## src/rtl/magic_nor_engine.sv

```systemverilog
// MAGIC crossbar-row NOR evaluator: runs a loadable NOR/OUT/NOP/HALT micro-program over a cell row.
// Optional MAGIC_NOR_CYCCNT_EN adds a saturating 16-bit busy-cycle counter port cyc_cnt.
//
// state  | meaning
// -------+-------------------------------------------------------------
// IDLE   | waiting for start; program memory writable
// LOAD   | inputs copied into low cells, other cells cleared, pc reset
// EXEC   | fetch mem[pc]; NOR does INIT (dst=1), NOP/OUT complete here
// EVAL   | NOR evaluation into dst, advance pc
// FIN    | one-cycle done pulse
module magic_nor_engine #(
   parameter int NUM_IN     = 8,
   parameter int NUM_CELLS  = 32,
   parameter int NUM_OUT    = 4,
   parameter int PROG_DEPTH = 32,
   localparam int CW = $clog2(NUM_CELLS),
   localparam int IW = 4 + 4*CW,
   localparam int PW = $clog2(PROG_DEPTH)
) (
   input  logic               clk,
   input  logic               rst_n,
   input  logic               prog_we,
   input  logic [PW-1:0]      prog_addr,
   input  logic [IW-1:0]      prog_wdata,
   input  logic               start,
   input  logic [NUM_IN-1:0]  x,
   output logic               busy,
   output logic               done,
   output logic               err,
   output logic [NUM_OUT-1:0] z
`ifdef MAGIC_NOR_CYCCNT_EN
   ,
   output logic [15:0]        cyc_cnt
`endif
);

   localparam int OW = (NUM_OUT > 1) ? $clog2(NUM_OUT) : 1;
   localparam logic [1:0] OP_NOP  = 2'b00;
   localparam logic [1:0] OP_NOR  = 2'b01;
   localparam logic [1:0] OP_HALT = 2'b10;
   localparam logic [1:0] OP_OUT  = 2'b11;

   typedef enum logic [2:0] {S_IDLE, S_LOAD, S_EXEC, S_EVAL, S_FIN} state_t;

   state_t               state_q, state_d;
   logic [IW-1:0]        mem [PROG_DEPTH];
   logic [PW-1:0]        pc;
   logic [NUM_CELLS-1:0] cells;

   logic [IW-1:0] ins;
   logic [1:0]    op, n;
   logic [CW-1:0] dst, a, b, c;
   logic [OW-1:0] z_idx;
   logic          last_pc;
   logic          nor_res;

   assign ins     = mem[pc];
   assign op      = ins[IW-1 -: 2];
   assign n       = ins[IW-3 -: 2];
   assign dst     = ins[4*CW-1 -: CW];
   assign a       = ins[3*CW-1 -: CW];
   assign b       = ins[2*CW-1 -: CW];
   assign c       = ins[CW-1:0];
   assign z_idx   = OW'(32'(dst) % NUM_OUT);
   assign last_pc = (pc == PW'(PROG_DEPTH-1));

   // dst already holds 1 from INIT, so a self-referencing operand forces 0
   assign nor_res = ~(cells[a] | ((n >= 2'd2) & cells[b]) | ((n == 2'd3) & cells[c]));

   always_ff @(posedge clk or negedge rst_n) begin
      if (!rst_n) state_q <= S_IDLE;
      else        state_q <= state_d;
   end

   always_comb begin
      state_d = state_q;
      busy    = 1'b0;
      done    = 1'b0;
      case (state_q)
         S_IDLE: if (start) state_d = S_LOAD;
         S_LOAD: begin
            busy    = 1'b1;
            state_d = S_EXEC;
         end
         S_EXEC: begin
            busy = 1'b1;
            case (op)
               OP_HALT: state_d = S_FIN;
               OP_NOR:  state_d = S_EVAL;
               default: if (last_pc) state_d = S_FIN;
            endcase
         end
         S_EVAL: begin
            busy    = 1'b1;
            state_d = last_pc ? S_FIN : S_EXEC;
         end
         S_FIN: begin
            done    = 1'b1;
            state_d = S_IDLE;
         end
         default: state_d = S_IDLE;
      endcase
   end

   // program memory is deliberately not reset so it survives a mid-run reset
   always_ff @(posedge clk) begin
      if (prog_we && state_q == S_IDLE) mem[prog_addr] <= prog_wdata;
   end

   always_ff @(posedge clk or negedge rst_n) begin
      if (!rst_n) begin
         pc    <= '0;
         cells <= '0;
         err   <= 1'b0;
         z     <= '0;
      end else begin
         case (state_q)
            S_IDLE: if (start) err <= 1'b0;
            S_LOAD: begin
               cells <= NUM_CELLS'(x);
               pc    <= '0;
            end
            S_EXEC: begin
               if (op == OP_NOR) begin
                  cells[dst] <= 1'b1;
               end else if (op != OP_HALT) begin
                  if (op == OP_OUT) z[z_idx] <= cells[a];
                  if (last_pc) err <= 1'b1;
                  else         pc  <= pc + PW'(1);
               end
            end
            S_EVAL: begin
               cells[dst] <= nor_res;
               if (last_pc) err <= 1'b1;
               else         pc  <= pc + PW'(1);
            end
            default: ;
         endcase
      end
   end

`ifdef MAGIC_NOR_CYCCNT_EN
   // LOAD counts as the first busy cycle; value holds from FIN until the next LOAD
   always_ff @(posedge clk or negedge rst_n) begin
      if (!rst_n)
         cyc_cnt <= '0;
      else if (state_q == S_LOAD)
         cyc_cnt <= 16'd1;
      else if ((state_q == S_EXEC || state_q == S_EVAL) && cyc_cnt != 16'hFFFF)
         cyc_cnt <= cyc_cnt + 16'd1;
   end
`endif

endmodule
```

## config.mk

```make
export PLATFORM = sky130hd
export DESIGN_NAME = magic_nor_engine
export DESIGN_NICKNAME = d
export VERILOG_FILES = /design/src/rtl/magic_nor_engine.sv
export SDC_FILE = /design/constraint.sdc
export NUM_CORES = 1
export LEC_CHECK = 0
export ABC_CLOCK_PERIOD_IN_PS = 12600
export BUFFER_PORTS_ARGS = -buffer_cell sky130_fd_sc_hd__buf_2
export CAP_MARGIN = 20
export CELL_PAD_IN_SITES_DETAIL_PLACEMENT = 1
export CELL_PAD_IN_SITES_GLOBAL_PLACEMENT = 2
export CORE_MARGIN = 2
export CORE_UTILIZATION = 35
export DETAILED_ROUTE_END_ITERATION = 8
export PLACE_DENSITY = 0.6
export SLEW_MARGIN = 10
export SYNTH_ARGS = -nofsm -noshare
export SYNTH_HDL_FRONTEND = slang
export SYNTH_SLANG_ARGS = --single-unit
export TNS_END_PERCENT = 10
```

## constraint.sdc

```tcl
create_clock -name clk -period 12.6 [get_ports clk]
set_input_delay 0.63 -clock clk [delete_from_list [all_inputs] [get_ports clk]]
set_output_delay 0.63 -clock clk [all_outputs]
set_load 0.02 [all_outputs]
```

==> out/qor.yml <==
detailed_routing:
  drc_errors: 0
  ant_nets: 0
  vias: 16908
  drt_iter0_drc: 1471
  wirelength_mm: 96.1
  routed_via_density: 5.49
  wl_per_cell_um: 31.2
  first_pass_iters: 5
global_route:
  grt_pass1_vias: 17950
  antenna_found_initial: 3
  overflow: 0
  grt_util_all_layers: 0.199
  grt_max_degree: 50
  grt_pass1_wl_mm: 137
final_layout:
  layout_common_cells: "edfxtp_1 (768), mux4_2 (193), clkbuf_16 (91)"
  syn2layout_area_growth_pct: 14.3
  instances_no_fill: 3079
  utilization: 0.404
  layout_commonest_cell: "edfxtp_1"
  drive_gt1_frac: 0.274
  multi_input_area_mm2: 0.00846
  nets: 1801
  layout.area.seq_mm2: 0.0242
  fillerInstances: 8888
timing:
  finalCriticalPeriod_ps: 5820
  rsz0062_at_grt: "false"
  clock-skew-final_ps: 37.2
  max_slew_margin: 0.252
  worst_pin_slew_ps: 1090
  finalCritPeriodShare: 0.462
  setup_tns_ps: 0
  slew_violations: 0
  hold_viol: 0
  setup_viol: 0
  fmax_mhz: 172
die:
  core_mm2: 0.0935
  dieArea_mm2: 0.0969
  start_util: 0.354
  io-pin-count: 48
  die_h_um: 311
  fp.dieW_um: 311
  row_count: 112
yosys:
  avgSynthCellArea_um2: 20.1
  syn-num-nets: 1691
  yosysWarnings: 0
  ys_async_sr_fraction: 0.0554
  synth.ff_latch_count: 813
  synthDistinctLibCells: 80
  synth.cell_area_mm2: 0.0331
  synthFlopType: "edfxtp_1"
  seq_area_frac_synth: 0.732
  synth_edf_count: 768
  netlist_instances: 1645
flow_run:
  maxCapViolCount: 0
power:
  p_leak_nw: 12.0
  p_per_area_mw_per_mm2: 219
  power.total_mw: 8.26
  peakVddDrop_v: 0.000123
worst_setup_path:
  regToRegEndpoint: "cells[11]"
  worstPathArrival_ps: 6360
  reg2reg_setup_slack_ps: 6780
  path_class: "reg2reg"
  cp.required_ps: 13140
  reg2reg_depth: 11
  worstReg2RegStart: "pc[0]"
  cp-start-kind: "register"
  startpoint: "pc[0]"
  endpoint_kind: "register"
  crit_path_max_fanout: 32
hold_path:
  whs_path_depth: 4
  hold_path_class: "in2reg"
  min_to: "err"
  min_from: "start"
placement:
  hpwl_mm: 54.5
  io_buffers: 47
  placedCellCount: 2912
  place_congestion: 0.812
clock_network:
  cts_hold_buf: 0
  clock_latency_ps: 650
  cts_buffers: 90
  cts.sinks: 813
  cts_root_buffer: "clkbuf_16"
  clk_pin_slew_ps: 60
  htree_levels: 3
  ctsResizeCount: 0
  cts_tree: "done"
  postCtsSetupRepairBufs: 0
  clk_path_buf_depth: 3
status:
  status: "complete, no violations"
-- per-layer routing --
layer / global-route usage / vias to the layer above / routed length [um] / share of wire
met2: 0.337 / 435 / 48100 / 0.50
met3: 0.0256 / 121 / 4080 / 0.042
met5: 0 / - / 0 / 0
met1: 0.273 / 9261 / 41900 / 0.44
met4: 0.0468 / 0 / 1940 / 0.020
li1: - / 7091 / - / -
-- stage by stage --
step,hold WS (ps),setup slack (ps),instance area [um2]
after floorplan,334,7990,33100
after global placement,489,6930,34900
after detailed placement,495,6720,34900
after CTS,187,6690,37700
after global routing,288,6350,37800
final,295,6780,37800
-- cells by family after synthesis --
group           synth area share
fa+ha+maj                0.00189
simple gates              0.0349
xor+xnor                0.000530
compound gates            0.0399
mux                        0.171
flops                      0.732
buf+inv                   0.0199
-- state kept, by name, indices dropped and copies added (netlist names) --
signal,flops
mem,768
cells,32
pc,5
z,4
state_q,3
err,1
-- how the worst max path moves through the flow --
stage	cells after the start	endpoint	slack [ps]
after detailed placement	11	cells[11]	6720
after CTS	11	cells[11]	6690
after global routing	11	cells[19]	6350
final	11	cells[11]	6780
after floorplan	19	cells[29]	7990
after global placement	11	cells[29]	6930
-- power by group --
group / switching, mW / internal (mW)
clock: 1.08 / 1.42
sequential: 0.167 / 3.04
combinational: 1.49 / 1.06
total: 2.74 / 5.52
-- synthesized netlist by cell type (all sizes together), types with 18 or more instances --
| cell type | instances | area, um2 |
|---|---|---|
| dfrtp | 45 | 1130 |
| mux4 | 193 | 4350 |
| mux2 | 33 | 375 |
| mux2i | 91 | 943 |
| a21oi | 43 | 219 |
| nand2 | 46 | 173 |
| clkbuf | 19 | 72.6 |
| nor2b | 18 | 113 |
| nor2 | 75 | 309 |
| a31oi | 21 | 138 |
| edfxtp | 768 | 23100 |
| buf | 66 | 517 |
| a311oi | 19 | 166 |
-- layout make-up --
cell class,count,area share
repair buffers,103,0.0185
diodes,1,0.0000662
multi-input cells,729,0.224
clock inverters,40,0.0104
clock buffers,121,0.0633
well taps,1254,0.0415
inverters,18,0.00179
flip-flops and latches,813,0.641
-- critical path, stage by stage, from the launching register on --
cell and delay (ps):
dfrtp_4 770, buf_4 550, buf_4 570, mux4_2 570, mux4_2 470, mux2i_1 860, nand2_1 290, o22ai_1 270
a221oi_1 90, o211ai_2 270, nand4_4 470, a311oi_1 410
Note: power is estimated with default switching activity, not from simulation.
